<file path="src/rtl/gray_cnt_pkg.sv">
// Shared definitions for the Gray-code counter: direction encodings, the widest supported
// code and the binary<->Gray conversion helpers. The helpers work on MaxWidth-bit values;
// narrower codes are zero-extended in and truncated out, which is exact for both directions.
package gray_cnt_pkg;

  localparam int unsigned MaxWidth = 32;

  localparam logic DirUp = 1'b1;
  localparam logic DirDn = 1'b0;

  function automatic logic [MaxWidth-1:0] bin2gray(input logic [MaxWidth-1:0] b);
    return b ^ (b >> 1);
  endfunction

  // Prefix-XOR from the MSB down, the same decode gr_bin performs.
  function automatic logic [MaxWidth-1:0] gray2bin(input logic [MaxWidth-1:0] g);
    logic [MaxWidth-1:0] b;
    b[MaxWidth-1] = g[MaxWidth-1];
    for (int i = MaxWidth - 2; i >= 0; i--) begin
      b[i] = b[i+1] ^ g[i];
    end
    return b;
  endfunction

endpackage

</file>
<file path="src/rtl/gray_cnt_if.sv">
// Counter control/status bundle.
//   master: drives en, up_dn, rdy, load, load_bin; observes gray_out, bin_out, vld, wrap,
//           at_end (and err when GRAY_CNT_CHECK_EN is defined).
//   slave : the counter side of the same signals.
interface gray_cnt_if #(
  parameter int unsigned WIDTH = 8
);
  logic             en;
  logic             up_dn;
  logic             rdy;
  logic             load;
  logic [WIDTH-1:0] load_bin;
  logic [WIDTH-1:0] gray_out;
  logic [WIDTH-1:0] bin_out;
  logic             vld;
  logic             wrap;
  logic             at_end;
`ifdef GRAY_CNT_CHECK_EN
  logic             err;

  modport master (
    output en, up_dn, rdy, load, load_bin,
    input  gray_out, bin_out, vld, wrap, at_end, err
  );
  modport slave (
    input  en, up_dn, rdy, load, load_bin,
    output gray_out, bin_out, vld, wrap, at_end, err
  );
`else
  modport master (
    output en, up_dn, rdy, load, load_bin,
    input  gray_out, bin_out, vld, wrap, at_end
  );
  modport slave (
    input  en, up_dn, rdy, load, load_bin,
    output gray_out, bin_out, vld, wrap, at_end
  );
`endif
endinterface

</file>
<file path="src/rtl/gray_cnt_core.sv">
// Binary count register with next-value mux and wrap/saturate handling.
// Ports:
//   clk, rst_n          clock, asynchronous active-low reset
//   en, up_dn, rdy      step request, direction (1 = up), downstream ready
//   load, load_bin      synchronous load (beats a step) and its value
//   bin                 registered binary count
//   next_bin            value bin takes at the coming edge
//   changed             a load or an effective step happens at the coming edge
//   wrap                registered pulse: the last step crossed max->0 or 0->max
//   at_end              combinational: count sits at the end of the range for up_dn
module gray_cnt_core
  import gray_cnt_pkg::*;
#(
  parameter int unsigned WIDTH = 8,
  parameter bit          SAT   = 1'b0
) (
  input  logic             clk,
  input  logic             rst_n,
  input  logic             en,
  input  logic             up_dn,
  input  logic             rdy,
  input  logic             load,
  input  logic [WIDTH-1:0] load_bin,
  output logic [WIDTH-1:0] bin,
  output logic [WIDTH-1:0] next_bin,
  output logic             changed,
  output logic             wrap,
  output logic             at_end
);

  localparam logic [WIDTH-1:0] MaxCount = '1;
  localparam logic [WIDTH-1:0] One      = WIDTH'(1);

  logic [WIDTH-1:0] bin_q;
  logic             wrap_q, wrap_d;
  logic             step, do_step;

  assign at_end  = (up_dn == DirUp) ? (bin_q == MaxCount) : (bin_q == '0);
  assign step    = en & rdy & ~load;
  // In saturate mode a step that would cross the end is dropped entirely.
  assign do_step = step & ~(SAT & at_end);
  assign wrap_d  = do_step & at_end;
  assign changed = load | do_step;

  always_comb begin
    next_bin = bin_q;
    if (load) begin
      next_bin = load_bin;
    end else if (do_step) begin
      next_bin = (up_dn == DirUp) ? bin_q + One : bin_q - One;
    end
  end

  always_ff @(posedge clk or negedge rst_n) begin
    if (!rst_n) begin
      bin_q  <= '0;
      wrap_q <= 1'b0;
    end else begin
      bin_q  <= next_bin;
      wrap_q <= wrap_d;
    end
  end

  assign bin  = bin_q;
  assign wrap = wrap_q;

endmodule

</file>
<file path="src/rtl/gray_cnt.sv">
// Registered up/down Gray-code counter feeding gr_bin.din, with a binary shadow count.
// gray_out and bin_out update on the same edge; vld pulses on any load or step.
// Ports:
//   clk, rst_n   clock, asynchronous active-low reset
//   bus          gray_cnt_if.slave: en, up_dn, rdy, load, load_bin in;
//                gray_out, bin_out, vld, wrap, at_end out
// Optional feature, macro GRAY_CNT_CHECK_EN: adds sticky bus.err, set when a step moves
// gray_out by other than exactly one bit, or when gray_out does not decode to bin_out.
module gray_cnt
  import gray_cnt_pkg::*;
#(
  parameter int unsigned WIDTH = 8,
  parameter bit          SAT   = 1'b0
) (
  input logic         clk,
  input logic         rst_n,
  gray_cnt_if.slave   bus
);

  logic [WIDTH-1:0] bin_q, next_bin, gray_d, gray_q;
  logic             changed, wrap_q, at_end, vld_q;

  gray_cnt_core #(
    .WIDTH (WIDTH),
    .SAT   (SAT)
  ) u_core (
    .clk      (clk),
    .rst_n    (rst_n),
    .en       (bus.en),
    .up_dn    (bus.up_dn),
    .rdy      (bus.rdy),
    .load     (bus.load),
    .load_bin (bus.load_bin),
    .bin      (bin_q),
    .next_bin (next_bin),
    .changed  (changed),
    .wrap     (wrap_q),
    .at_end   (at_end)
  );

  // Encode the next binary value so the Gray register lands on the same edge as bin.
  assign gray_d = WIDTH'(bin2gray(MaxWidth'(next_bin)));

  always_ff @(posedge clk or negedge rst_n) begin
    if (!rst_n) begin
      gray_q <= '0;
      vld_q  <= 1'b0;
    end else begin
      gray_q <= gray_d;
      vld_q  <= changed;
    end
  end

  assign bus.gray_out = gray_q;
  assign bus.bin_out  = bin_q;
  assign bus.vld      = vld_q;
  assign bus.wrap     = wrap_q;
  assign bus.at_end   = at_end;

`ifdef GRAY_CNT_CHECK_EN
  logic [WIDTH-1:0] gray_prev_q;
  logic             step_q, err_q, err_d, one_bit_bad, decode_bad;

  always_comb begin
    // Loads may legitimately flip several bits, so only steps are checked for distance.
    one_bit_bad = step_q && ($countones(gray_q ^ gray_prev_q) != 1);
    decode_bad  = gray2bin(MaxWidth'(gray_q)) != MaxWidth'(bin_q);
    err_d       = err_q | one_bit_bad | decode_bad;
  end

  always_ff @(posedge clk or negedge rst_n) begin
    if (!rst_n) begin
      gray_prev_q <= '0;
      step_q      <= 1'b0;
      err_q       <= 1'b0;
    end else begin
      gray_prev_q <= gray_q;
      step_q      <= changed & ~bus.load;
      err_q       <= err_d;
    end
  end

  assign bus.err = err_q;
`endif

endmodule
</file>
<file path="src/flat_wrapper.sv">
// flat-port wrapper written by rule: the top's interface ports become plain ports
module gray_cnt_flat import gray_cnt_pkg::*;
#(
  parameter int unsigned WIDTH = 8,
  parameter bit          SAT   = 1'b0
)
  (clk, rst_n, bus_en, bus_up_dn, bus_rdy, bus_load, bus_load_bin, bus_gray_out, bus_bin_out, bus_vld, bus_wrap, bus_at_end);
  gray_cnt_if #(.WIDTH(WIDTH)) bus_i ();
  input logic clk;
  input logic rst_n;
  input wire logic [$bits(bus_i.en)-1:0] bus_en;
  input wire logic [$bits(bus_i.up_dn)-1:0] bus_up_dn;
  input wire logic [$bits(bus_i.rdy)-1:0] bus_rdy;
  input wire logic [$bits(bus_i.load)-1:0] bus_load;
  input wire logic [$bits(bus_i.load_bin)-1:0] bus_load_bin;
  output wire logic [$bits(bus_i.gray_out)-1:0] bus_gray_out;
  output wire logic [$bits(bus_i.bin_out)-1:0] bus_bin_out;
  output wire logic [$bits(bus_i.vld)-1:0] bus_vld;
  output wire logic [$bits(bus_i.wrap)-1:0] bus_wrap;
  output wire logic [$bits(bus_i.at_end)-1:0] bus_at_end;
  assign bus_i.en = bus_en;
  assign bus_i.up_dn = bus_up_dn;
  assign bus_i.rdy = bus_rdy;
  assign bus_i.load = bus_load;
  assign bus_i.load_bin = bus_load_bin;
  assign bus_gray_out = bus_i.gray_out;
  assign bus_bin_out = bus_i.bin_out;
  assign bus_vld = bus_i.vld;
  assign bus_wrap = bus_i.wrap;
  assign bus_at_end = bus_i.at_end;
  gray_cnt #(.WIDTH(WIDTH), .SAT(SAT)) u_core (.clk(clk), .rst_n(rst_n), .bus(bus_i));
endmodule
</file>
<file path="config.mk">
export PLATFORM = sky130hd
export DESIGN_NAME = gray_cnt_flat
export DESIGN_NICKNAME = d
export VERILOG_FILES = /design/src/rtl/gray_cnt_pkg.sv /design/src/rtl/gray_cnt_if.sv /design/src/rtl/gray_cnt_core.sv /design/src/rtl/gray_cnt.sv /design/src/flat_wrapper.sv
export SDC_FILE = /design/constraint.sdc
export NUM_CORES = 1
export LEC_CHECK = 0
export BUFFER_PORTS_ARGS = -buffer_cell sky130_fd_sc_hd__clkbuf_2
export CAP_MARGIN = 40
export CORE_MARGIN = 1.5
export CORE_UTILIZATION = 40
export CTS_CLUSTER_SIZE = 8
export DETAILED_ROUTE_END_ITERATION = 6
export GPL_TIMING_DRIVEN = 1
export PLACE_DENSITY = 0.61
export SLEW_MARGIN = 10
export SYNTH_ARGS = -nofsm -noshare
export SYNTH_HDL_FRONTEND = slang
export SYNTH_SLANG_ARGS = --single-unit
</file>
<file path="constraint.sdc">
create_clock -name clk -period 2.2 [get_ports clk]
set_input_delay 0.44 -clock clk [delete_from_list [all_inputs] [get_ports clk]]
set_output_delay 0.44 -clock clk [all_outputs]
set_load 0.02 [all_outputs]
</file>
Word-level counts from Yosys, hierarchy flattened
Cells that the tools add are included.
{"block": "word_totals", "register_bits": 18, "inputBits": 14, "output_inout_bits": 19, "elab_cells": 18}
{"block": "op_classes", "add_sub_neg": 2, "n_eq_ne": 1, "mux": 4, "n_bitwise": 6, "reduce_logical": 1}
{"op": "$mux 8", "count": 3}
{"op": "$add 8x1->8 const B", "count": 1}
{"op": "$eq 8x8->1 const B", "count": 1}
{"op": "$logic_not 8->1", "count": 1}
{"op": "$sub 8x1->8 const B", "count": 1}
{"op": "$xor 8x7->8", "count": 1}
{"op": "$and 1x1->1", "count": 3}
{"op": "$mux 1", "count": 1}
{"op": "$not 1->1", "count": 1}
{"op": "$or 1x1->1", "count": 1}

Longest topological paths before layout
Gate-level depths: netlist of run 1.
{"block": "depth", "word_depth": 5, "mapped_depth": 8, "depth_no_buf": 8}

Cells and area by module
Synthesis of run 1 repeated with hierarchy kept, for this count alone.
{"block": "hier_totals", "hier_cells": 113, "area_unflattened_um2": 1079.8}
{"mod": "gray_cnt_core", "n_inst": 1, "cells_per_inst": 97, "area_each_um2": 793.3, "seq_area_each_um2": 225.2}
{"mod": "gray_cnt", "n_inst": 1, "cells_per_inst": 16, "area_each_um2": 286.5, "seq_area_each_um2": 225.2}

Worst setup path after synthesis of run 1
Ideal clock, no wire load.
{"block": "synth_timing", "kind": "register to register", "start": "register u_core.u_core.bin_q[0], in the netlist u_core.u_core.bin[0]", "end": "register u_core.gray_q[3], in the netlist u_core.bus.gray_out[3]", "setup_ps": 79, "t_arrival_ps": 1996, "required_ps": 2121, "setup_slack_ps": 125, "stages_incl_launch_ff": 9, "n_path_buf": 0, "period_less_slack_ps": 2075, "path_cell_list": "dfrtp_1 -> inv_1 -> fa_1 -> nor2b_4 -> o21ai_0 -> and2b_1 -> xnor2_1 -> a21oi_1 -> xor2_1"}
{"block": "synth_between", "elab_chain_len": 5, "elab_cells_between_ends": 6, "cone_classes": "2 x add/sub; 3 x mux; 1 x bitwise"}
{"element": "start: declaration", "line_no": "gray_cnt_core.sv:34", "rtl": "logic [WIDTH-1:0] bin_q;"}
{"element": "start signal: assignment", "line_no": "gray_cnt_core.sv:59", "rtl": "bin_q <= next_bin;"}
{"element": "$sub 8x1->8 or $add 8x1->8 (tied branches)", "line_no": "gray_cnt_core.sv:50", "rtl": "next_bin = (up_dn == DirUp) ? bin_q + One : bin_q - One;"}
{"element": "$mux 8 *", "line_no": "gray_cnt_core.sv:50"}
{"element": "$mux 8 *", "line_no": "gray_cnt_core.sv:49", "rtl": "end else if (do_step) begin"}
{"element": "$mux 8 *", "line_no": "gray_cnt_core.sv:47", "rtl": "if (load) begin"}
{"element": "$xor 8x7->8 *", "line_no": "gray_cnt_pkg.sv:12", "rtl": "return b ^ (b >> 1);"}
{"element": "net u_core.gray_d[3]", "line_no": "gray_cnt.sv:20", "rtl": "logic [WIDTH-1:0] bin_q, next_bin, gray_d, gray_q;"}
{"element": "end signal: assignment", "line_no": "gray_cnt.sv:49", "rtl": "gray_q <= gray_d;"}
{"element": "end: declaration", "line_no": "gray_cnt.sv:20"}
The timed path passes the listed nets; every way through them passes the cells marked *.

Worst setup path after layout of run 1
Ends and elaborated chain as after synthesis.

==> flow_summary.toml, run 1 <==
[logic_synthesis]
synth_area_leaders = "dfrtp_1 39%, ha_1 6.9%, o21ai_0 4.6%"
synth-async-reset-ratio = 1.00
seq_area_frac_synth = 0.390
yosysWarnings = 0
synthTopCellsByCount = "17 x dfrtp_1, 10 x o21ai_0, 8 x inv_1, 8 x nand2_1, 8 x nor2_1"
yosysMostFrequentCell = "dfrtp_1"
syn_nets = 138
syn_inst = 117
synth-seq-cells = 17
synth_ff_type = "dfrtp_1"
syn-cell-area_sq_mm = 0.00109
synth_top_area_frac = 0.390
synth.avg_cell_area_sq_um = 9.31
synth_cell_types = 40
yosys.area.top_type = "dfrtp_1"
synth_edf_count = 0

[sta]
maxSlewHeadroom = 0.681
period_share = 0.918
setup_slack_ps = 181
setup_viol = 0
rsz0062_at_grt = "false"
fin_skew_ps = 4.86
worst_slew_pin_slew_ps = 474
finalCriticalPeriod_ps = 2020
drv_slew = 0
hold_violations = 0
tns_ps = 0
fmax_ghz = 0.495
worst_hold_slack_ps = 51.2

[power_and_ir_drop]
power_leakage_nw = 0.678
powerDensity_mw_per_mm2 = 706
vdd_ir_drop_max_v = 0.000590
total_power_uw = 941

[run_status]
status = "finished clean"

[clock_tree]
cts_tree = "built"
cts-root-buf = "clkbuf_4"
clk-insertion-delay-late_ps = 290
h-tree-depth = 1
cts.sinks = 17
clk_path_buf_depth = 2
hold_buffers = 0
cts_buffers = 3
ctsResizeCount = 0
postCtsSetupRepairBufs = 0
clkTransAtPathRegs_ps = 100

[critical_path]
crit-reg2reg-launch = "u_core.u_core.bin[0]$_DFF_PN0_"
cp.required_ps = 2420
worstSetupStartpoint = "u_core.u_core.bin[0]$_DFF_PN0_"
critPathCaptureType = "flip-flop"
critical_path.max_fanout = 3
critical_path_class = "flip-flop to flip-flop"
start_kind = "flip-flop"
cp.arrival_ps = 2240

[layout]
fin_util = 0.528
areaGrowthSynthToFinish_pct = 22.3
n_fill_cell = 242
diodes = 0
drive_gt1_frac = 0.316
nets = 177

[place]
hpwl_um = 1900
place_ws_ps = 28.5
gp_congestion = 0.868
io_buffers = 32

[flow_run]
drv_cap = 0

[die]
coreArea_sq_mm = 0.00252
start_util = 0.432
dieHeight_um = 55.2
row_count = 18
ios = 33
die_w_um = 55.2
dieArea_sq_mm = 0.00305

[routing]
vias_per_cell = 5.19
wl_per_cell_um = 12.6
antenna_left = 0
vias = 961
first_iter_violations = 16
drc = 0
drt_first_pass_iters = 4
drt_wl_total_um = 2320

[worst_hold_path]
hold_class = "input port to asynchronous set/reset pin"

[grt]
grt.overflow.total = 0
grt_pass1_vias = 864
antenna_found_initial = 0
grt_usage = 0.176
grt_max_degree = 18
grt_pass1_wl_um = 3710
[cell usage in the layout, fill, tap and decap left out, types with 2 or more instances in the layout]
cell type / instances
a211oi_1: 2
a21o_1: 2
a21oi_1: 7
and2_1: 2
buf_4: 6
clkbuf_2: 32
clkbuf_4: 3
dfrtp_1: 17
ha_1: 6
inv_1: 8
mux2i_1: 2
nand2_1: 8
nand2b_1: 2
nand3_1: 4
nand4_1: 2
nor2_1: 8
nor2b_1: 2
nor3_1: 2
o21a_1: 2
o21ai_0: 10
xnor2_1: 5
xor2_1: 5
[routing by layer]
layer / wire length [um] / vias up / GRT usage / part of all wire
met5: 0 / - / 0 / 0
met4: 53 / 0 / 0.0691 / 0.023
met3: 129 / 7 / 0.0538 / 0.056
met2: 1180 / 33 / 0.298 / 0.51
met1: 955 / 439 / 0.206 / 0.41
li1: - / 482 / - / -
[stage by stage]
stage	cell area, sq um	std cells
5_1_grt	1330	185
3_5_place_dp	1310	181
6_report	1330	185
3_3_place_gp	1310	181
4_1_cts	1330	185
2_1_floorplan	1090	117
[registers in the layout, indices dropped and copies added (netlist names)]
name,count
u_core.u_core.wrap,1
u_core.u_core.bin,7
u_core.bus.vld,1
u_core.bus.gray_out,8
[report_power, final]
part / switching (mW) / total (mW) / internal, mW
Clock: 0.0998 / 0.167 / 0.0677
Sequential: 0.0334 / 0.395 / 0.362
Combinational: 0.225 / 0.379 / 0.154
Total: 0.358 / 0.941 / 0.583
[cell families after synthesis]
logic type	share of synthesized area
AND/OR/NAND/NOR	0.197
AO/OA/AOI/OAI	0.173
flip-flops	0.390
buffers and inverters	0.0528
XOR/XNOR	0.0804
adder cells (fa/ha/maj)	0.0873
multiplexers	0.0184
[path summary, 6_finish.rpt]
kind,depth (start not counted),end,slack [ps]
setup / recovery,8,u_core.bus.gray_out[3]$_DFF_PN0_,180
hold / removal,1,u_core.bus.gray_out[7]$_DFF_PN0_,50
setup reg to reg,8,u_core.bus.gray_out[3]$_DFF_PN0_,180
hold reg to reg,4,u_core.u_core.bin[4]$_DFF_PN0_,810
max in group asynchronous,1,u_core.u_core.bin[4]$_DFF_PN0_,1860
min in group clk,3,u_core.u_core.bin[3]$_DFF_PN0_,380
[layout make-up]
class	instances	area [sq um]	share of cell area
multi-input cells	88	607	0.455
clock inverters	1	5.00	0.00376
inverters	8	30.0	0.0225
flip-flops and latches	17	425	0.319
clock buffers	3	22.5	0.0169
well taps	30	37.5	0.0282
repair buffers	38	205	0.154
[critical path, cell delays in order (launching register included)]
cell and delay (ps):
dfrtp_1 360, inv_1 60, fa_1 470, nor2b_4 130
o21ai_0 100, and2b_1 190, xnor2_1 120, a21oi_1 330
xor2_1 180
(Power assumes the default switching activity.)
==> inputs of run 2 (changes only) <==
==> constraint.sdc (replaced) <==
create_clock -name clk -period 2.2 [get_ports clk]
set_input_delay 0.22 -clock clk [delete_from_list [all_inputs] [get_ports clk]]
set_output_delay 0.22 -clock clk [all_outputs]
set_load 0.02 [all_outputs]
==> run 2 against run 1 <==
Routed wire length is 15% higher. Core utilization is 0.30 points higher. Critical path depth is 1 lower. Critical path type unchanged. Global-route usage is 2.2 points higher. Critical endpoint is now u_core.bus.gray_out[5]$_DFF_PN0_. Largest power group unchanged.
==> flow_summary.toml, run 2 (same netlist as run 1, synthesis figures left out) <==
[power_and_ir_drop]
vdd_ir_drop_max_v = 0.000438
powerDensity_mw_per_mm2 = 717
power_leakage_nw = 0.677
total_power_uw = 961

[grt]
antenna_found_initial = 0
grt_pass1_vias = 875
grt_usage = 0.198
grt.overflow.total = 0
grt_pass1_wl_um = 4170
grt_max_degree = 19

[clock_tree]
cts_buffers = 3
cts.sinks = 17
postCtsSetupRepairBufs = 0
clk_path_buf_depth = 2
clkTransAtPathRegs_ps = 110
cts_tree = "built"
cts-root-buf = "clkbuf_4"
h-tree-depth = 1
clk-insertion-delay-late_ps = 300

[critical_path]
crit-reg2reg-launch = "u_core.u_core.bin[2]$_DFF_PN0_"
cp_slowest_stage_delay_ps = 450
critPathCaptureType = "flip-flop"
critical_path.max_fanout = 5
start_kind = "flip-flop"
critical_path_class = "flip-flop to flip-flop"
worstSetupStartpoint = "u_core.u_core.bin[2]$_DFF_PN0_"
cp.required_ps = 2430
crit_chain = "ha_1 -> nor2b_4 -> o21ai_0 -> a21oi_1 -> or4_4 -> nand3_2 -> xor2_1"
cpMaxStageDelayCell = "dfrtp_1"
cp.arrival_ps = 2280

[layout]
areaGrowthSynthToFinish_pct = 23.0
largest_reg_flops = 8
drive_gt1_frac = 0.323
final_common_cell = "clkbuf_2"
multi_input_area_sq_um = 611
nets = 177
seq_area_sq_um = 427
most-common-layout-cells = "32 x clkbuf_2, 16 x dfrtp_1, 10 x o21ai_0"
final_area_sq_mm = 0.00134
n_fill_cell = 253
diodes = 0

[sta]
fmax_ghz = 0.489
hold_violations = 0
worst_hold_slack_ps = 164
tns_ps = 0
setup_slack_ps = 153
period_share = 0.930
maxSlewHeadroom = 0.666
drv_slew = 0
setup_viol = 0
finalCriticalPeriod_ps = 2050
fin_skew_ps = 1.24
worst_slew_pin_slew_ps = 495
rsz0062_at_grt = "false"

[flow_run]
drv_cap = 0

[routing]
wl_met1_um = 1160
vias_per_cell = 5.26
antenna_left = 0
first_iter_violations = 26
drt_wl_total_um = 2660
drt_first_pass_iters = 4
top_layer_used = "met4"
drc = 0
route.met3.wl_um = 134
wl_per_cell_um = 14.4
vias = 974
dr_wl_met2_um = 1360

[worst_hold_path]
hold_class = "input port to flip-flop"
min_from = "bus_load_bin[3]"

[die]
ios = 33
dieArea_sq_mm = 0.00305
row_count = 18
die_w_um = 55.2
dieHeight_um = 55.2
start_util = 0.432
coreArea_sq_mm = 0.00252

[run_status]
status = "finished clean"

[place]
place_ws_ps = 131
gp_congestion = 0.881
io_buffers = 32
dpl_cell_area_sq_mm = 0.00130
hpwl_um = 2060
-- run 2: timing repair --
action | in CTS | in global routing
endpoints found under the hold margin | 17 | 0
hold buffers | 1 | 0
resized for setup | 0 | 2
endpoints found under the setup margin | 0 | 3
-- run 2: layer usage --
layer	global-route usage	vias up
li1	-	484
met1	0.252	454
met2	0.335	34
met3	0.0323	2
met4	0.0732	0
met5	0	-
-- run 2: where the power goes --
| group | switching [mW] | internal [mW] |
|---|---|---|
| sequential | 0.0336 | 0.362 |
| combinational | 0.233 | 0.153 |
| clock | 0.111 | 0.0679 |
| total | 0.377 | 0.583 |
-- run 2: cell type report --
cell class,instances,area share
timing repair buffer,38,0.155
sequential,17,0.318
clock inverter,1,0.00373
clock buffer,3,0.0168
multi-input combinational,88,0.456
inverter,8,0.0224
tap,30,0.0280
-- run 2: final timing paths --
path / end / slack (ps) / cells after the start
max: u_core.bus.gray_out[5]$_DFF_PN0_ / 150 / 7
min: u_core.u_core.bin[3]$_DFF_PN0_ / 160 / 3
max reg2reg: u_core.bus.gray_out[5]$_DFF_PN0_ / 150 / 7
min reg2reg: u_core.u_core.bin[2]$_DFF_PN0_ / 800 / 4
max in group asynchronous: u_core.u_core.bin[1]$_DFF_PN0_ / 1500 / 2
min in group asynchronous: u_core.u_core.bin[6]$_DFF_PN0_ / 380 / 2
-- run 2: worst max-delay path: cells and delay by family, from the launching register on --
kind / cells / cell delay, ps
simple gates: 3 / 690
xor+xnor: 1 / 140
fa+ha+maj: 1 / 360
flops: 1 / 450
compound gates: 2 / 340
-- run 2: stage by stage --
stage          instances   util
4_1_cts              185  0.529
3_5_place_dp         180  0.514
3_3_place_gp         180  0.514
6_report             185  0.531
5_1_grt              185  0.531
2_1_floorplan        117      -
